[src/rtl/hamming_operand_loader.sv]
// Byte-serial operand loader for the Hamming distance stage.
// Bytes arrive MSB-first over a valid/ready handshake. The first WIDTH/8 bytes
// fill hex1 and the next WIDTH/8 bytes fill hex2. The completed pair is held
// until the downstream block takes it, and input stalls during that time.
module hamming_operand_loader #(
  parameter int WIDTH = 256,
  parameter int CNT_W = 16
) (
  input  logic             clk,
  input  logic             rst,
  input  logic [7:0]       in_data,
  input  logic             in_valid,
  output logic             in_ready,
  input  logic             flush,
  output logic [WIDTH-1:0] hex1,
  output logic [WIDTH-1:0] hex2,
  output logic             out_valid,
  input  logic             out_ready,
  output logic [CNT_W-1:0] pair_cnt
);

  localparam int NB   = WIDTH / 8;
  // Keep the byte counter at least one bit wide so that a single-byte operand still elaborates.
  localparam int BC_W = (NB > 1) ? $clog2(NB) : 1;
  localparam logic [BC_W-1:0] LAST_BYTE = BC_W'(NB - 1);

  typedef enum logic [1:0] {
    LOAD_A,
    LOAD_B,
    PRESENT
  } state_t;

  state_t          state;
  logic [BC_W-1:0] byte_cnt;

  // Accept a byte in either load state, but never while a pair is held or reset is asserted.
  assign in_ready = (state != PRESENT) && !rst;

  // Main sequencer: shift bytes into the operands, present the pair, and count each pair that is consumed.
  always_ff @(posedge clk) begin
    if (rst) begin
      state     <= LOAD_A;
      byte_cnt  <= '0;
      hex1      <= '0;
      hex2      <= '0;
      out_valid <= 1'b0;
      pair_cnt  <= '0;
    end else if (flush) begin
      state     <= LOAD_A;
      byte_cnt  <= '0;
      hex1      <= '0;
      hex2      <= '0;
      out_valid <= 1'b0;
    end else begin
      case (state)
        LOAD_A: begin
          if (in_valid) begin
            hex1 <= (hex1 << 8) | WIDTH'(in_data);
            if (byte_cnt == LAST_BYTE) begin
              byte_cnt <= '0;
              state    <= LOAD_B;
            end else begin
              byte_cnt <= byte_cnt + BC_W'(1);
            end
          end
        end
        LOAD_B: begin
          if (in_valid) begin
            hex2 <= (hex2 << 8) | WIDTH'(in_data);
            if (byte_cnt == LAST_BYTE) begin
              byte_cnt  <= '0;
              state     <= PRESENT;
              out_valid <= 1'b1;
            end else begin
              byte_cnt <= byte_cnt + BC_W'(1);
            end
          end
        end
        PRESENT: begin
          if (out_ready) begin
            state     <= LOAD_A;
            out_valid <= 1'b0;
            pair_cnt  <= pair_cnt + CNT_W'(1);
          end
        end
        default: begin
          state     <= LOAD_A;
          byte_cnt  <= '0;
          out_valid <= 1'b0;
        end
      endcase
    end
  end

endmodule

[config.mk]
export PLATFORM = sky130hd
export DESIGN_NAME = hamming_operand_loader
export DESIGN_NICKNAME = d
export VERILOG_FILES = /design/src/rtl/hamming_operand_loader.sv
export SDC_FILE = /design/constraint.sdc
export NUM_CORES = 1
export LEC_CHECK = 0
export ABC_AREA = 1
export CAP_MARGIN = 5
export CORE_AREA = 2 2 210 212
export DETAILED_ROUTE_END_ITERATION = 16
export DIE_AREA = 0 0 212 214
export GPL_TIMING_DRIVEN = 0
export HOLD_SLACK_MARGIN = 0.12
export PLACE_DENSITY_LB_ADDON = 0.15
export RECOVER_POWER = 100
export SYNTH_ARGS = -nofsm -noshare
export SYNTH_HDL_FRONTEND = slang
export SYNTH_SLANG_ARGS = --single-unit
[constraint.sdc]
create_clock -name clk -period 2.6 [get_ports clk]
set_clock_uncertainty 0.2 [all_clocks]
set_input_delay 0.65 -clock clk [delete_from_list [all_inputs] [get_ports clk]]
set_output_delay 0.65 -clock clk [all_outputs]
set_load 0.02 [all_outputs]
## Word-level counts from Yosys, hierarchy flattened

Index checks and enable logic that the tools add are counted.

- Add/subtract/negate cells: 2
- Eq/ne operators: 10
- Mux-type cells: 13
- Bitwise operators: 5
- Reductions and logical operators: 11

Operators by type and width:

| kind | number |
|---|---|
| bitwise OR 256 x 8 -> 256 bit | 2 |
| adder 16 x 1 -> 16 bit, second input constant | 1 |
| != test 2 bit, second input constant | 6 |
| 2-to-1 mux 2 bit | 5 |
| 2-to-1 mux 5 bit | 2 |
| case mux 5 bit (2 select lines) | 1 |
| case mux 2 bit (3 select lines) | 1 |
| AND reduction 2 bit | 3 |
| adder 5 x 1 -> 5 bit, second input constant | 1 |
| equality test 5 bit, second input constant | 1 |
| AND reduction 5 bit | 1 |
| AND reduction 4 bit | 1 |
| OR reduction 2 bit | 2 |
| 2-to-1 mux 1 bit | 3 |
| inverter 1 bit | 3 |
| case mux 1 bit (3 select lines) | 1 |
| AND reduction 3 bit | 1 |
| equality test 2 x 1 -> 1 bit, second input constant | 1 |
| equality test 2 bit, second input constant | 1 |
| zero test 2 bit | 1 |
| != test 2 x 1 -> 1 bit, second input constant | 1 |
| logical AND 1 bit | 1 |
| zero test 1 bit | 1 |

- Register bits: 536
- Bits of input ports: 13
- Output and inout bits: 530

## Depth between registers and ports, before layout

- Depth after elaboration: 4
- Mapped depth: 9

## Worst setup path after synthesis

No wires, ideal clock.

- Path kind: input -> output
- Start: input port rst
- End: output port in_ready
- Data arrival time: 943 ps
- Setup slack: 807 ps
- Cell stages on the path: 1
- Path through: nor2_1

- Longest elaborated chain between the ends: 2

Ends and longest elaborated chain:

| element | line | source |
|---|---|---|
| start, declared | 10 | `input logic rst,` |
| zero test 1 bit | 37 | `assign in_ready = (state != PRESENT) && !rst;` |
| logical AND 1 bit | 37 |  |
| end, declared | 13 | `output logic in_ready,` |

No other way between the ends.

## Worst setup path in the final report

Ends and elaborated chain as after synthesis.

==> metrics list <==
- Synth Cell Area: roughly 19000 um2
* Reg clk slew, reported paths: around 50 ps
- Wire length per cell: ~17 um
- STA classifies the critical path startpoint as a primary input.
- 543 I/O pins were placed.
- At the end of the flow the core is filled with cells to a little over three fifths.
- Largest area contributor in the synthesized netlist: dfxtp_1
* Final max-slew violation count: 0
- During synthesis, Yosys emitted a total of 0 warnings.
- At the pin with the least slew margin, the transition time is 577 ps.
- VDD sags by at most approximately 0.48 mV.
* Outcome: finished clean
- Routed Antenna Nets: 0
* Root buf cell: clkbuf_16
* CTS H-tree depth: 2
* Detailed router's first-iteration violation count: 1567
- After filler insertion, the fill cell instance count of the layout stands at roughly 3700.
- The die is about 210 um tall.
* Shortest period the worst path allows: between 2000 and 3000 ps
- The final number of hold-violating endpoints is 0.
- TritonCTS built the clock tree.
* Gr ovfl total: 0
* Headroom to the max-slew limit: approximately three fifths
- Weighted congestion at the end of routability-driven global placement: approximately 0.9
- Timing would allow up to between 300 and 400 MHz.
* Share of flip-flops with an asynchronous set or reset after synthesis: 0%
* Num rows: 76
- STA classifies the critical path endpoint as an output pin.
* Classification of the worst setup path: primary input to output pin
* Max_cap viols: 0
- Of the synthesized area, sequential elements account for a little under three fifths.
* Clock net sink count: about 540
* Die Outline Area: about 45000 um2
- Setup slack of the most critical reg-to-reg path: 600 ps
- Number of remaining DRC errors: 0
- TritonCTS Buffers: 55
* Global-route wire length before repair: around 98000 um
* Path class of the lowest-slack min-delay path: register to register
* Commonest cells post-synth: 804 x nand2_1, 536 x dfxtp_1, 528 x a21oi_1
- For the worst setup path, the data arrival time is roughly 1700 ps.
- Number of flops mapped to enable cells by yosys: 0
- The average instance in the mapped netlist occupies about 7.9 um2.
- Floorplan core area: between 40000 and 50000 um2
* Initial Util: between 40% and 50%
- Fraction of layout cells with a size suffix above 1: under 10%
* Dominant delay contributor by cell family on the critical path: buffers and inverters
- The via count of the first global-routing pass was between 15000 and 20000.
* Slowest cell on the critical path: dlygate4sd3_1
- From synthesis to final layout, the design area changed by 40.7%.
- Ratio of total power to cell area: 605 nW/um2
- Largest fanout of any net on the critical path: 6
- CP cell instances: dlygate4sd3_1 -> nor2_1 -> clkdlybuf4s15_2
- Summing internal, switching and leakage power gives around 0.016 W.
* Final worst setup slack: roughly 22 ps
- At the placement stage, the worst setup path has a slack of -404 ps.
- Antenna violations before repair: 2
- On the worst path, the slowest cell contributes a delay of ~640 ps.
- Entering global routing, the biggest net connects 15 pins.
* Register bit total from synthesis: 536
- Placed wire-length estimate: just under 50000 um
- In the synthesized netlist the dominant register cell turns out to be dfxtp_1.
- No sink is reached through more buffers than the 3 on the longest clock path.
- In the routed layout, each cell is associated on average with a via count of between 5 and 6.
- Port buffering added ~540 buffers.
- Leading cell types by total area after synthesis: dfxtp_1 56%, nand2_1 16%, a21oi_1 14%, nand3_1 7.2%, buf_2 4.2%
- Number of setup buffers added after CTS: 0
* Data required time of the critical path: between 1500 and 2000 ps
- Total detailed-routing wirelength: around 64000 um
- For this run, the detailed router's first-pass iteration total came to 6.
- In this run the static leakage power is approximately 10 nW.
- Number of hold buffers added after CTS: 0
* Global-route usage over all layers: 26.9%
- In this run the biggest area consumer among cell types represents between 50% and 60% of the synthesized area.
* Unrepaired setup endpoints after global routing: false
- Share of the clock period used by the worst path: just under 100%
- Clock latency at the later pin of the worst-skew pair: 610 ps
- Together, buffers and inverters on the worst path number 2.
- The most common cell in the synthesized netlist is nand2_1.
* Syn Nets: about 2400
- Setup violations remaining at the end of the flow were counted as 0.
* Final Net Count: slightly above 3000
- Cell variety after synth: 23
- Summing over every cut layer, the via total after detailed routing is ~19000.
- The die is about 210 um wide.
- Gate count after technology mapping: roughly 2400
area by class of cell:
type / instances / area (um2) / share of cell area [%]
sequential: 536 / 10700 / 39.6
multi-input combinational: 1669 / 7360 / 27.2
timing repair buffer: 542 / 5400 / 19.9
clock buffer: 84 / 1580 / 5.82
buffer: 199 / 1050 / 3.89
tap: 585 / 732 / 2.70
clock inverter: 13 / 155 / 0.573
inverter: 20 / 75.1 / 0.277
antenna: 1 / 2.50 / 0.00924
layout by cell type (no fill, tap or decap):
master           netlist  layout
nand2_1              804     803
dfxtp_1              536     536
a21oi_1              528     528
dlygate4sd3_1          0     330
nand3_1              275     275
clkdlybuf4s50_1        0     205
buf_2                160     120
clkbuf_16              0      55
clkbuf_1              11      46
nor2_1                35      37
clkbuf_2               0      29
buf_4                 20      20
inv_1                 17      16
o21ai_0                9       9
clkbuf_8               0       9
buf_6                  6       6
clkinv_2               0       6
inv_2                  3       4
inv_6                  0       4
xor2_1                 3       3
ha_1                   3       3
bufinv_16              0       3
buf_1                  2       2
nand4_1                2       2
nor3b_1                2       2
dlygate4sd2_1          0       2
diode_2                0       1
nand2_2                0       1
nand3_2                1       1
nor2_4                 3       1
nand3b_1               1       1
nor3_1                 1       1
a211oi_1               1       1
o211ai_1               1       1
clkdlybuf4s15_2        0       1
power by group:
group          switching (W)  internal [W]
logic               0.000368      0.000129
clock network        0.00321       0.00445
registers         0.00000525       0.00822
total                0.00358        0.0128
per-layer routing:
| layer | GRT usage (%) | share of wire (%) |
|---|---|---|
| met1 | 34.2 | 41 |
| met2 | 42.7 | 46 |
| met3 | 7.54 | 9.1 |
| met4 | 11.5 | 3.9 |
| met5 | 0 | 0.030 |
final timing paths:
check	start	endpoint	cells past startpoint
setup reg to reg	state[1]	pair_cnt[13]	7
hold reg to reg	hex1[255]	hex1[255]	2
hold / removal	hex1[255]	hex1[255]	2
setup / recovery	rst	in_ready	3
flip-flops by register name, indices dropped and copies added (netlist names):
signal	cells
pair_cnt	16
hex2	256
state	2
byte_cnt	5
out_valid	1
hex1	256
repair_timing:
item / CTS / global route
pin swaps: 0 / 0
setup endpoints to repair: 3 / 4
hold endpoints to repair: 0 / 0
gates resized for setup: 7 / 4
cloned: 0 / 0
per-stage QoR:
step	setup TNS (ps)	std cells	area [um2]	hold WS (ps)
after global placement	-122900	3551	25400	250
after detailed placement	-128080	3551	25400	255
final	0	3649	27100	262
after CTS	0	3648	27100	265
after global routing	0	3649	27100	291
after floorplan	0	2424	19200	254
kinds of logic after synthesis:
family | share of synthesized area, %
AOI/OAI and AO/OA | 14.0
DFF | 55.7
buffers and inverters | 5.93
and+or+nand+nor | 23.9
xor gates and xnor gates | 0.137
adders and majority gates | 0.195
worst reg2reg max path, delay by kind of cell (launching register included):
| family | cells | cell delay [ps] |
|---|---|---|
| simple gates | 7 | 1230 |
| flops | 1 | 450 |
Note: power is estimated with default switching activity, not from simulation.
